--- src/rtl/piso_serializer.sv ---
// Parallel-in/serial-out stage feeding a serial bit-stream detector.
// A one-word holding buffer lets consecutive words stream with no idle bit between them.
module piso_serializer #(
  parameter int WIDTH     = 8,
  parameter bit MSB_FIRST = 1'b1
) (
  input  logic             clk,
  input  logic             rst,
  input  logic [WIDTH-1:0] din,
  input  logic             din_valid,
  output logic             din_ready,
  output logic             ser_out,
  output logic             ser_valid,
  output logic             ser_last
);

  localparam int CW = (WIDTH > 1) ? $clog2(WIDTH) : 1;
  localparam logic [CW-1:0] LAST = CW'(WIDTH - 1);

  typedef enum logic {IDLE, SHIFT} state_t;

  state_t           state, state_nx;
  logic [WIDTH-1:0] sh, sh_nx;
  logic [WIDTH-1:0] hold_buf;
  logic [CW-1:0]    cnt, cnt_nx;
  logic             buf_full, buf_full_nx;
  logic             load_hold;
  logic             accept;
  logic             last_bit;

  function automatic logic [WIDTH-1:0] shift_one(input logic [WIDTH-1:0] v);
    if (MSB_FIRST) return {v[WIDTH-2:0], 1'b0};
    else           return {1'b0, v[WIDTH-1:1]};
  endfunction

  assign din_ready = !buf_full && !rst;
  assign accept    = din_valid && din_ready;
  assign last_bit  = (state == SHIFT) && (cnt == LAST);

  // Outputs depend on registers only; gating with the state keeps ser_out at 0 when idle.
  assign ser_valid = (state == SHIFT);
  assign ser_last  = last_bit;
  assign ser_out   = (state == SHIFT) && (MSB_FIRST ? sh[WIDTH-1] : sh[0]);

  always_comb begin
    state_nx    = state;
    sh_nx       = sh;
    cnt_nx      = cnt;
    buf_full_nx = buf_full;
    load_hold   = 1'b0;
    if (state == IDLE) begin
      if (accept) begin
        sh_nx    = din;
        cnt_nx   = '0;
        state_nx = SHIFT;
      end
    end else if (!last_bit) begin
      sh_nx  = shift_one(sh);
      cnt_nx = cnt + 1'b1;
      if (accept) begin
        load_hold   = 1'b1;
        buf_full_nx = 1'b1;
      end
    end else begin
      // Last bit: buffered word wins over a fresh din, so words never reorder.
      cnt_nx = '0;
      if (buf_full) begin
        sh_nx       = hold_buf;
        buf_full_nx = 1'b0;
      end else if (accept) begin
        sh_nx = din;
      end else begin
        sh_nx    = shift_one(sh);
        state_nx = IDLE;
      end
    end
  end

  always_ff @(posedge clk) begin
    if (rst) begin
      state    <= IDLE;
      cnt      <= '0;
      buf_full <= 1'b0;
      sh       <= '0;
    end else begin
      state    <= state_nx;
      cnt      <= cnt_nx;
      buf_full <= buf_full_nx;
      sh       <= sh_nx;
    end
  end

  always_ff @(posedge clk) begin
    if (load_hold) hold_buf <= din;
  end

endmodule

--- config.mk ---
export PLATFORM = sky130hd
export DESIGN_NAME = piso_serializer
export DESIGN_NICKNAME = d
export VERILOG_FILES = /design/src/rtl/piso_serializer.sv
export SDC_FILE = /design/constraint.sdc
export NUM_CORES = 1
export LEC_CHECK = 0
export ABC_AREA = 1
export CELL_PAD_IN_SITES_DETAIL_PLACEMENT = 0
export CELL_PAD_IN_SITES_GLOBAL_PLACEMENT = 1
export CORE_MARGIN = 8
export CORE_UTILIZATION = 29
export CTS_CLUSTER_DIAMETER = 50
export DETAILED_ROUTE_END_ITERATION = 7
export GPL_TIMING_DRIVEN = 1
export PLACE_DENSITY = 0.63
export SLEW_MARGIN = 20
export SYNTH_ARGS = -nofsm -noshare
export SYNTH_HDL_FRONTEND = slang
export SYNTH_SLANG_ARGS = --single-unit
--- constraint.sdc ---
create_clock -name clk -period 2.1 [get_ports clk]
set_input_delay 0.21 -clock clk [delete_from_list [all_inputs] [get_ports clk]]
set_output_delay 0.21 -clock clk [all_outputs]
set_load 0.005 [all_outputs]
======== After elaboration in Yosys (flattened, before gate mapping) ========
Cells that the tools add are included.
operators by class
  $add $sub $neg .......................... 1
  equality and inequality tests ........... 1
  multiplexer cells ....................... 16
  reductions and logical operators ........ 9
operators with widths
  cell                                          count
  2-to-1 mux 8 bit                              5
  2-to-1 mux 3 bit                              3
  2-to-1 mux 1 bit                              8
  logical AND 1 bit                             4
  nonzero test 2 bit                            2
  adder 3 x 1 -> 3 bit (second input constant)  1
  equality test 3 bit (second input constant)   1
  zero test 1 bit                               2
  AND reduction 2 bit                           1
storage, ports and cells
  bits in registers ....................... 21
  bits of input ports ..................... 11

======== Depth between registers and ports, before layout ========
Gate-level depths: netlist of the first run.
  depth after elaboration ................. 7
  depth in mapped cells ................... 9
  depth with buffers taken out ............ 9

======== Least setup slack after synthesis of the first run ========
Ideal clock, no wire load.
  path type ............................... register to register
  from .................................... register state, in the netlist ser_valid
  to ...................................... register hold_buf[0] (enable)
  data arrival time ....................... 1.342 ns
  data required time ...................... 1.717 ns
  path slack .............................. 0.375 ns
  stages on the path, launching flop included .. 4
  buffers on the path ..................... 1
  clock period less this slack ............ 1.725 ns
  path through ............................ dfxtp_1 -> inv_2 -> buf_6 -> nor3_1
between the ends
  longest elaborated chain between the ends .. 3
ends and longest elaborated chain
  element                 line  text
  from (decl)             22    state_t state, state_nx;
  from (signal assigned)  86    state <= state_nx;
  logical AND 1 bit       38    assign last_bit = (state == SHIFT) && (cnt == LAST);
  2-to-1 mux 1 bit        57    end else if (!last_bit) begin
  2-to-1 mux 1 bit *      51    if (state == IDLE) begin
  net load_hold           27    logic load_hold;
  to (signal assigned)    94    if (load_hold) hold_buf <= din;
  to (decl)               24    logic [WIDTH-1:0] hold_buf;
The timed path passes the listed nets; every way through them passes the cells marked *.
A chain may end at the register's enable or synchronous reset.

======== Worst setup path in the final report of the first run ========
  from .................................... register cnt[0]
  to ...................................... output ser_last
between the ends
  longest elaborated chain between the ends .. 2
ends and longest elaborated chain
  element                 line  text
  from (decl)             25    logic [CW-1:0] cnt, cnt_nx;
  from (signal assigned)  87    cnt <= cnt_nx;
  equality test 3 bit     38
  logical AND 1 bit       38
  to (decl)               14    output logic ser_last
No other way between the ends.

==> results.md, run 1 <==
- The TritonCTS clock tree is built.
- The fraction of final layout cells sized beyond drive strength 1 is approximately 17%.
- For this run, design rule violations remaining after detail routing come to 0.
- Routability-driven placement finished with a final weighted congestion of ~0.77.
- The flow ran to the end, and the final reports show no timing, DRC or antenna violations.
- The die is 77.23 µm tall.
- The mapped netlist covers between 1000 and 1500 µm².
- The count of unique library cells instantiated by Yosys is 24.
- The number of standard cells in the final layout excluding fillers is around 200.
- The most frequent cell on the critical path is sky130_fd_sc_hd__ha_1.
- The via density per instance is between 4 and 5.
- The wire-length estimate of the detail-placed layout is about 1.9 mm.
- At the pin with the least slew margin, the transition time is roughly 0.40 ns.
- The total nets after synthesis is between 150 and 200.
- The standard-cell row count is 22.
- The clock arrives with between 0.002 and 0.003 ns of skew.
- Walking the worst path, the cells encountered are ha_1 > ha_1 > nand2_1 > inv_4 > clkdlybuf4s50_1.
- The maximum ir drop on the vdd rail is 0.2710 mV.
- The maximum fanout along the worst path is 10.
- The core area is approximately 3600 µm².
- The residual overflow from global routing is 0.
- The largest single stage delay on the critical path is 0.52 ns.
- After routing, the total negative slack on setup checks comes to 0 ns.
- The layout overhead on the synthesized area is 21.52%.
- The worst hold path belongs to the class register to register.
- The cts-stage hold buffer count is 0.
- The slack of the worst reg-to-reg path is 0.61 ns.
- Buffers placed on the I/O ports in this run total 14.
- The total clock sinks is 21.
- The post-route minimum period is just under 2 ns.
- The setup violation total in the final timing report is 0.
- In this run the most critical hold path is launched from cnt[0].
- The first global-routing pass estimated 4.160 mm of wire.
- The die is roughly 77 µm wide.
- The maximum frequency from static timing analysis is roughly 0.51 GHz.
- The tool flagged a number of max-cap violations equal to 0.
- For this block, the routed nets add up to around 2.4 mm of wire.
- The number of levels in the clock H-tree is 1.
- Clock-pin slew was measured on the worst setup and hold paths at 0.07 ns.
- The number of clock buffers added by TritonCTS is 3.
- The die covers around 6000 µm².
- Tracing the worst setup path back leads to its startpoint at cnt[0].
- The maximum number of pins on one net before global-route repair is 17.
- After synthesis, flip-flops and latches occupy 46.03% of the total area.
- The via count of the first global-routing pass is between 900 and 1000.
- The number of nets with antenna violations after routing is 0.
- The critical path in this run is classified as register to primary output.
- The later-pin clock latency in the skew report is 0.26 ns.
- The violation count after the first detailed-route iteration is 34.
- The repair_antennas step left the layout with diodes totalling 0.
- During synthesis, Yosys emitted a total of 0 warnings.
- The data required time of the critical path is roughly 1.9 ns.
- 15 I/O pins were placed.
- Among cell families on the critical path, the largest total delay comes from buffers and inverters.
- The number of pins exceeding their max-slew limit in the final report is 0.
- The total of fill cells in the finished design is between 400 and 500.
- The largest individual stage delay along the critical path comes from the cell sky130_fd_sc_hd__clkdlybuf4s50_1.
- The final cycle utilization of the critical path is a little over nine tenths.
- Data on the critical path arrives at its endpoint at roughly 1.8 ns.
- The initial antenna violation count is 0.
- The worst path buffer plus inverter count is 2.
- In this run the critical register-to-register path is launched from cnt[0].
- The root buffer cell chosen for the clock tree is sky130_fd_sc_hd__clkbuf_8.
- The count of vias placed by the detailed router is ~900.
- After synthesis, the mean cell area works out to between 7 and 8 µm².
- The cell count after synthesis is 140.
- The worst hold slack across all endpoints is 0.4621 ns.
- The hold violation total from the final report is 0.
- The buffer levels on the longest clock path is 2.
- The power density over the cells is between 600 and 700 nW/µm².
- The element type at the critical path end is a primary output.
- The post-CTS setup buffer count is 0.
- After detailed routing, the average wire length per cell comes to between 10 and 15 µm.
- Setup repair after global routing left no endpoint under its margin.
- Synthesis inferred 21 register bits.
- The initial core utilization is 29.92%.
- In the final design database the tool counted 170 nets.
- For this design the static power due to leakage is slightly below 0.0006 µW.
- STA classifies the critical path startpoint as a register.
- Before antenna repair, the detailed router went through 4 iterations.
- Counting tap cells, the placed design contains a total of 200 instances.
- Headroom to the max-slew limit came out at between 70% and 80%.
- The aggregate global-route resource usage is between 8 and 9%.
[worst reg2reg max path, cell delays in order (launching register included)]
cell                      delay, ns
sky130_fd_sc_hd__dfxtp_1       0.35
sky130_fd_sc_hd__ha_1          0.16
sky130_fd_sc_hd__ha_1          0.19
sky130_fd_sc_hd__nand2_1       0.14
sky130_fd_sc_hd__inv_4         0.15
sky130_fd_sc_hd__nand2_2       0.12
sky130_fd_sc_hd__nand2_1       0.10
sky130_fd_sc_hd__nand2_1       0.05
sky130_fd_sc_hd__nand2_1       0.08
sky130_fd_sc_hd__a21oi_2       0.05
[per-stage QoR]
step,total power (µW),cell area (µm²),utilization (%),setup slack [ns]
after detailed placement,593.1,1275,35.09,0.3911
after floorplan,546.9,1087,-,0.3746
final,843.3,1321,36.36,0.1314
after global placement,591.1,1275,35.09,0.4343
after CTS,864.3,1320,36.33,0.09568
after global routing,899.7,1321,36.36,0.002416
[what timing repair did]
| action | 4_1_cts | 5_1_grt |
|---|---|---|
| setup endpoints to repair | 0 | 1 |
| endpoints found under the hold margin | 0 | 0 |
| gates resized for setup | 0 | 1 |
[cells in the mapped netlist (all sizes together)]
| cell | n | area share [%] |
|---|---|---|
| a21oi | 11 | 7.5 |
| buf | 4 | 2.9 |
| clkbuf | 1 | 0.34 |
| clkinv | 1 | 0.46 |
| dfxtp | 13 | 24 |
| edfxtp | 8 | 22 |
| ha | 2 | 2.3 |
| inv | 7 | 2.4 |
| nand2 | 70 | 25 |
| nand3 | 7 | 3.2 |
| nor2 | 4 | 2.8 |
| nor3 | 2 | 1.4 |
| o2111a | 1 | 1.0 |
| o21ai | 2 | 0.92 |
| o21bai | 1 | 0.69 |
| or2 | 6 | 3.5 |
[flip-flops by register name, summed over array words and instances, names as in the netlist]
register and count:
hold_buf 8, sh 8, cnt 3, buf_full 1, ser_valid 1
[layout by cell type, fill, tap and decap left out, types with 3 or more instances in the layout]
cell and n:
sky130_fd_sc_hd__edfxtp_1 8, sky130_fd_sc_hd__clkdlybuf4s50_1 14, sky130_fd_sc_hd__or2_2 6, sky130_fd_sc_hd__a21oi_2 7, sky130_fd_sc_hd__nand2_1 68, sky130_fd_sc_hd__nand3_1 7
sky130_fd_sc_hd__buf_4 3, sky130_fd_sc_hd__dfxtp_1 13, sky130_fd_sc_hd__clkbuf_8 3, sky130_fd_sc_hd__a21oi_1 4, sky130_fd_sc_hd__inv_1 5
[metal layers]
| layer | up-vias | global-route usage, % | wire length [µm] |
|---|---|---|---|
| met5 | - | 0 | 0 |
| met4 | 0 | 2.264 | 15 |
| met1 | 423 | 9.411 | 1090 |
| li1 | 475 | - | - |
| met2 | 14 | 14.66 | 1170 |
| met3 | 2 | 3.263 | 104 |
[layout make-up]
cell class / instances / area (µm²) / area share, %
clock buffer: 4 / 45.04 / 3.409
inverter: 8 / 32.53 / 2.462
multi-input combinational: 106 / 520.5 / 39.39
tap: 48 / 60.06 / 4.545
sequential: 21 / 500.5 / 37.88
timing repair buffer: 17 / 162.7 / 12.31
[cell families (layout without fill, tap and decap cells)]
family / count (synthesis) / after routing / synth area share [%]
adders and majority gates: 2 / 2 / 2.301
buffers and inverters: 13 / 29 / 6.098
and+or+nand+nor: 89 / 89 / 35.44
DFF: 21 / 21 / 46.03
AOI/OAI and AO/OA: 15 / 15 / 10.13
[worst paths after layout]
| check | to | cells after the start |
|---|---|---|
| worst min-delay path | cnt[0] | 1 |
| worst min register to register | cnt[0] | 1 |
| worst max-delay path | ser_last | 5 |
| worst max register to register | sh[4] | 9 |
[report_power, final]
| group | switching (µW) | leakage (µW) | internal [µW] |
|---|---|---|---|
| registers | 12.5 | 0.000179 | 442 |
| clock network | 127 | 0.0000228 | 135 |
| logic | 67.5 | 0.000385 | 59.4 |
No activity file was read; power rests on OpenSTA's default activity.
==> run 2: changes to the inputs <==
Settings changed: CORE_UTILIZATION 29 to 39, PLACE_DENSITY 0.63 to 0.79.
==> run 2 against run 1 <==
Against the previous run: core utilization increased by 12 points; routed wire length decreased by 4.1%; sequential power hardly changed; largest cell class unchanged; fmax grew 1.6%; via count up 2.0%; register-to-register slack worse by 0.03 ns; sequential cell count stayed put; total power shrank 7.6%; non-clock buffer count increased by 3.
==> results.md, run 2 (synthesis gave the netlist of run 1 again) <==
- The later-pin clock latency in the skew report is around 0.30 ns.
- Counting the fill cells in the layout gives a little under 300.
- The final cycle utilization of the critical path is between 90 and 100%.
- Leaving out fill and tap cells, the most frequent cells in the layout are 67 x sky130_fd_sc_hd__nand2_1, 14 x sky130_fd_sc_hd__clkdlybuf4s50_1, 12 x sky130_fd_sc_hd__dfxtp_1.
- The number of nets with antenna violations after routing is 0.
- The largest clock skew in the final design is 0.001416 ns.
- The cell sitting at the root of the clock tree is a sky130_fd_sc_hd__clkbuf_4.
- The clock edge transition at the registers on the reported setup and hold paths is between 0.1 and 0.15 ns.
- The TritonCTS clock tree is built.
- Detailed routing inserted a total of roughly 930 vias.
- The layout net count is ~170.
- CTS built an H-tree with a depth of 1.
- The largest registers in the layout are hold_buf: 8 flops, sh: 8 flops, cnt: 3 flops.
- The critical path data arrival time is 1.73 ns.
- The first-pass iteration count of the detailed router is 4.
- The maximum fanout along the worst path is 8.
- The total non-filler cell area in the finished layout is approximately 1300 µm².
- The standard cell with the maximum stage delay on the critical path is sky130_fd_sc_hd__clkdlybuf4s50_1.
- The leakage power is roughly 0.0006 µW.
- The die boundary width is 68.80 µm.
- The count of pins on the block boundary is 15.
- The element type at the critical path end is a primary output.
- The worst setup path is launched from a register.
- The power density over the cells is 594.0 nW/µm².
- For this block, the initial DRC count from the detailed router was between 60 and 70.
- In this design, the largest share of critical-path delay is due to buffers and inverters.
- The maximum ir drop on the vdd rail is ~0.44 mV.
- The area of the die is ~4700 µm².
- The tightest min-delay check is of the register to register type.
- The height of the die is 68.80 µm.
- The total routed wirelength is 2.284 mm.
- The worst path buffer plus inverter count is 2.
- The met3 layer usage reported by global route is about 2.6%.
- In this run the most used layer during global routing was met2.
- The via count of the first global-routing pass is approximately 990.
- The met1 layer usage reported by global route is about an eighth.
- Summed over all nets, the half-perimeter wirelength after detailed placement is ~1.7 mm.
- In the final routed layout, each cell accounts on average for between 10 and 15 µm.
- Cells fill between 40% and 50% of the core in the end.
- For this run, design rule violations remaining after detail routing come to 0.
- The aggregate global-route resource usage is between 10% and 20%.
- The total area inside the core boundary comes to between 2000 and 3000 µm².
- The setup violation total in the final timing report is 0.
- Counting the buffers created by CTS gives 3.
- The critical path is of the register to primary output type.
- The global placement routability congestion is approximately 0.82.
- The fraction of final layout cells sized beyond drive strength 1 is 21.38%.
- The longest clock path from root to sink contains 2 buffers.
- Counting I/O delays and the setup requirement, the final critical path takes ~1.9 ns.
- The routing usage on met2 is between 10% and 20%.
- The instance area at placement is 1246 µm².
- The total clock sinks is 21.
- The maximum cell stage delay along the critical path is around 0.50 ns.
- The area growth from synthesis to layout is 20.60%.
- Across the run, the number of max-cap violations was 0.
- Buffers placed on the I/O ports in this run total 14.
- The via density per instance is roughly 4.9.
- 0 antenna diodes ended up in the layout.
- The hold violation total from the final report is 0.
- The run finished with clean final reports.
- Leaving out fill and tap cells, the most frequent cell in the layout is sky130_fd_sc_hd__nand2_1.
- Entering global routing, the biggest net connects 17 pins.
- Setup repair after global routing left no endpoint under its margin.
- The floorplan has 19 rows.
- The initial antenna violation count came to 0.
- The worst slew slack as a fraction of its limit is between 70% and 80%.
- The first-pass GRT wire length is a little over 4 mm.
- The data required time of the critical path is 1.89 ns.
- Counting tap cells, the placed design contains a total of approximately 180 instances.
- The initial core utilization is between 40% and 50%.
- In the final timing run, aggregate negative setup slack is 0 ns.
- The critical path goes through ha_1 > ha_2 > nand2_2 > inv_4 > clkdlybuf4s50_1.
- At the pin with the least slew margin, the transition time is approximately 0.4 ns.
- Leaving out filler cells and counting taps, the final layout contains 190.
- After global routing the overflow that remains totals 0.
- For this run, the top clock speed supported by timing is a little over 0.5 GHz.
- The number of pins exceeding their max-slew limit in the final report is 0.
run 2: final timing paths:
check                             from        to  slack (ns)  cells after the start
worst min-delay path            cnt[0]    cnt[0]        0.44                      1
worst max-delay path            cnt[0]  ser_last        0.16                      5
worst min register to register  cnt[0]    cnt[0]        0.44                      1
worst max register to register  cnt[0]     sh[4]        0.58                     10
run 2: routing by layer:
metal,vias up,routed length [µm]
met3,4,79
met4,0,27
li1,482,-
met2,10,1092
met5,-,0
met1,436,1085
run 2: power breakdown:
group	leakage, µW	switching [µW]	internal (µW)
logic	0.000400	67.4	58.3
clock network	0.0000177	128	71.0
registers	0.000180	12.4	442
total	0.000597	208	571
run 2: layout make-up:
type                            count  area (µm²)  share of cell area (%)
Multi-Input combinational cell    106       525.5                   40.08
Sequential cell                    21       501.7                   38.26
Timing Repair Buffer               20       185.2                   14.12
Tap cell                           31       38.79                   2.958
Inverter                            8       32.53                   2.481
Clock buffer                        3       22.52                   1.718
Clock inverter                      1       5.005                  0.3817
run 2: metrics by stage:
stage               setup WS, ns  total power, µW  hold slack, ns
floorplan                 0.3746            546.9          0.2797
global placement          0.3825            588.8          0.4478
detailed placement        0.3379            589.8          0.4549
CTS                      0.03140            788.2          0.4745
global route             0.02172            832.8          0.4625
finish                    0.1615            778.9          0.4408
run 2: repair_timing:
item,in CTS,in global routing
setup buffers,0,4
gates resized for setup,0,4
hold buffers,0,0
setup endpoints to repair,0,1
==> run 3: changes to the inputs <==
Settings changed: CORE_MARGIN 8 to 1.5.
==> run 3 against run 2 <==
Against the previous run: core utilization grew 2.6 points; register-to-register slack got worse by 0.11 ns; final area about the same; fmax fell by 2.9%; global-route usage rose by 6.0 points; count of clock-buffer cells in the layout is 1 higher; worst hold slack better by 0.036 ns; critical endpoint unchanged; final cell count stayed put; die area decreased by 34%; largest cell class unchanged; worst setup slack got worse by 0.059 ns; total power up 0.21%.
==> results.md, run 3 (synthesis gave the netlist of run 1 again) <==
- For this run, the share of the core covered by cells in the final layout is 51.02%.
- In this run the static leakage power is approximately 0.00060 µW.
- The critical path data arrival time is roughly 1.8 ns.
- The global placement routability congestion is between 0.7 and 0.8.
- The number of nets with antenna violations after routing is 0.
- In this run the tightest slew margin relative to its limit is 70.28%.
- The first-pass GRT wire length is ~4.2 mm.
- The setup violation total in the final timing report is 0.
- The flow ran to the end, and the final reports show no timing, DRC or antenna violations.
- Measured along the y axis, the die boundary spans around 56 µm.
- The hold violation total from the final report is 0.
- The tool flagged a number of max-cap violations equal to 0.
- Of the total power, the share spent switching nets is around a quarter.
- Global routing consumed, over all layers together, between 15 and 20% of the routing resources.
- Dividing the detail-routed wire length by the instance count gives between 10 and 15 µm.
- The floorplan step defined a die boundary enclosing just over 3000 µm².
- The worst slack after detailed placement is 0.4086 ns.
- The number of buffers added by the clock tree synthesis step is 3.
- Static timing analysis puts the maximum clock frequency at approximately 0.50 GHz.
- The maximum fanout along the worst path is 8.
- Detailed placement finished with a half-perimeter wire length of between 1.5 and 2 mm.
- The type of the worst setup path is register to primary output.
- The first-pass iteration count of the detailed router is 4.
- The footprint of the multi-input gates is roughly 520 µm².
- The sequential cell fraction of total power is 58.2%.
- The maximum number of pins on one net before global-route repair is 17.
- The worst hold path begins at cnt[0].
- The count of buffers inserted at the top-level ports is 14.
- The layout overhead on the synthesized area is 20.48%.
- After detailed routing, the number of remaining DRC violations is 0.
- The root cell of the clock tree is sky130_fd_sc_hd__clkbuf_4.
- The worst setup slack after layout is a little over 0.1 ns.
- In the final layout, the registers with the most flip-flops are hold_buf: 8 flops, sh: 8 flops, cnt: 3 flops.
- For this configuration, the core starts out at a cell density of between 40% and 50%.
- The buffer levels on the longest clock path is 2.
- The tightest min-delay check is of the register to register type.
- The TritonCTS clock tree is built.
- In the final timing run, aggregate negative setup slack is 0 ns.
- The filler cells instantiated in the layout total ~270.
- The startpoint of the most critical setup path is cnt[0].
- In this run the power density over the cells is 595.8 nW/µm².
- The element type at the critical path end is a primary output.
- The violation count after the first detailed-route iteration is 24.
- The floorplan has 18 rows.
- Hold timing on the final database bottoms out at a slack of ~0.48 ns.
- The clock network is responsible for around a quarter of the overall power.
- The combinational fraction of design power is between 10% and 20%.
- Across the routed clock network, the largest skew measured is 0.001255 ns.
- For this run the aggregate overflow at the end of global routing stands at 0.
- Counting every sink on the clock net gives 21.
- The via count of the first global-routing pass was roughly 950.
- For the worst setup path, the data required time is roughly 1.9 ns.
- The later-pin clock latency in the skew report is about 0.3 ns.
- The sort of element at the start of the critical path is a register.
- The total inserted antenna cells is 0.
- The startpoint of the worst-slack reg-to-reg timing path is cnt[0].
- The clock edge transition at the registers on the reported setup and hold paths is around 0.12 ns.
- The initial antenna violation count is 0.
- The number of pins exceeding their max-slew limit in the final report was 0.
- The sequential cells in the finished layout cover a total of ~500 µm².
- VDD sags by at most about 0.6 mV.
- Dividing the detail-routed via count by the number of cells gives 5.058.
- The core region is 2567 µm².
- The layout net count is approximately 170.
- Of the cells placed in the final design, the portion with a size suffix greater than 1 is between 15 and 20%.
- Pin placement for this block handled 15 I/O pins.
- Wires add up to 2.403 mm.
- The library cell used most frequently in the layout, excluding fill and tap cells, is sky130_fd_sc_hd__nand2_1.
- The library cells used most frequently in the layout, excluding fill and tap cells, are 68 x sky130_fd_sc_hd__nand2_1, 14 x sky130_fd_sc_hd__clkdlybuf4s50_1, 13 x sky130_fd_sc_hd__dfxtp_1.
- Summing over every cut layer, the via total after detailed routing is between 900 and 1000.
- The floorplan step set the die width to between 50 and 60 µm.
- The switching power is 205.2 µW.
- Setup repair after global routing left no endpoint under its margin.
- The post-route minimum period is 1.997 ns.
- Internal power comes to ~580 µW.
- The number of levels in the clock H-tree is 1.
- At the pin with the least slew margin, the transition time is between 0.4 and 0.5 ns.
- The final critical path takes up 95.11% of the cycle.
## run 3: cell type report
class | count | area share [%]
sequential | 21 | 38.20
inverter | 8 | 2.483
clock buffer | 4 | 2.006
tap | 30 | 2.865
timing repair buffer | 21 | 14.71
multi-input combinational | 106 | 39.73
## run 3: timing repair
action	4_1_cts	5_1_grt
endpoints found under the setup margin	0	1
resized for setup	0	1
hold buffers	0	0
buffers inserted	0	4
## run 3: power by group through the flow
stage | clock network (µW) | logic [µW] | registers, µW
3_3_place_gp | 0 | 126 | 463
6_report | 199 | 127 | 455
5_1_grt | 214 | 144 | 458
2_1_floorplan | 0 | 87.2 | 460
4_1_cts | 205 | 129 | 455
3_5_place_dp | 0 | 129 | 464
## run 3: worst paths after layout
check              to  slack [ns]  cells past startpoint
max          ser_last        0.10                      5
min            cnt[0]        0.48                      1
max reg2reg     sh[1]        0.47                     10
min reg2reg    cnt[0]        0.48                      1
## run 3: critical path, cell delays in order (launching register included)
cell and delay [ns]:
sky130_fd_sc_hd__dfxtp_1 0.37, sky130_fd_sc_hd__ha_1 0.15, sky130_fd_sc_hd__ha_1 0.19, sky130_fd_sc_hd__nand2_1 0.13, sky130_fd_sc_hd__inv_4 0.14, sky130_fd_sc_hd__clkdlybuf4s50_1 0.50
## run 3: per-stage QoR
| stage | total power (µW) | instance area (µm²) | std cells |
|---|---|---|---|
| 3_3_place_gp | 589.0 | 1252 | 182 |
| 4_1_cts | 789.0 | 1279 | 186 |
| 2_1_floorplan | 546.9 | 1087 | 140 |
| 6_report | 780.5 | 1310 | 190 |
| 3_5_place_dp | 592.8 | 1252 | 182 |
| 5_1_grt | 816.5 | 1310 | 190 |
## run 3: metal layers
metal / GRT usage [%] / vias up / wire length (µm)
li1: - / 488 / -
met1: 20.64 / 451 / 1084
met2: 29.42 / 18 / 1192
met3: 4.419 / 4 / 89
met4: 5.226 / 0 / 37
met5: 0 / - / 0
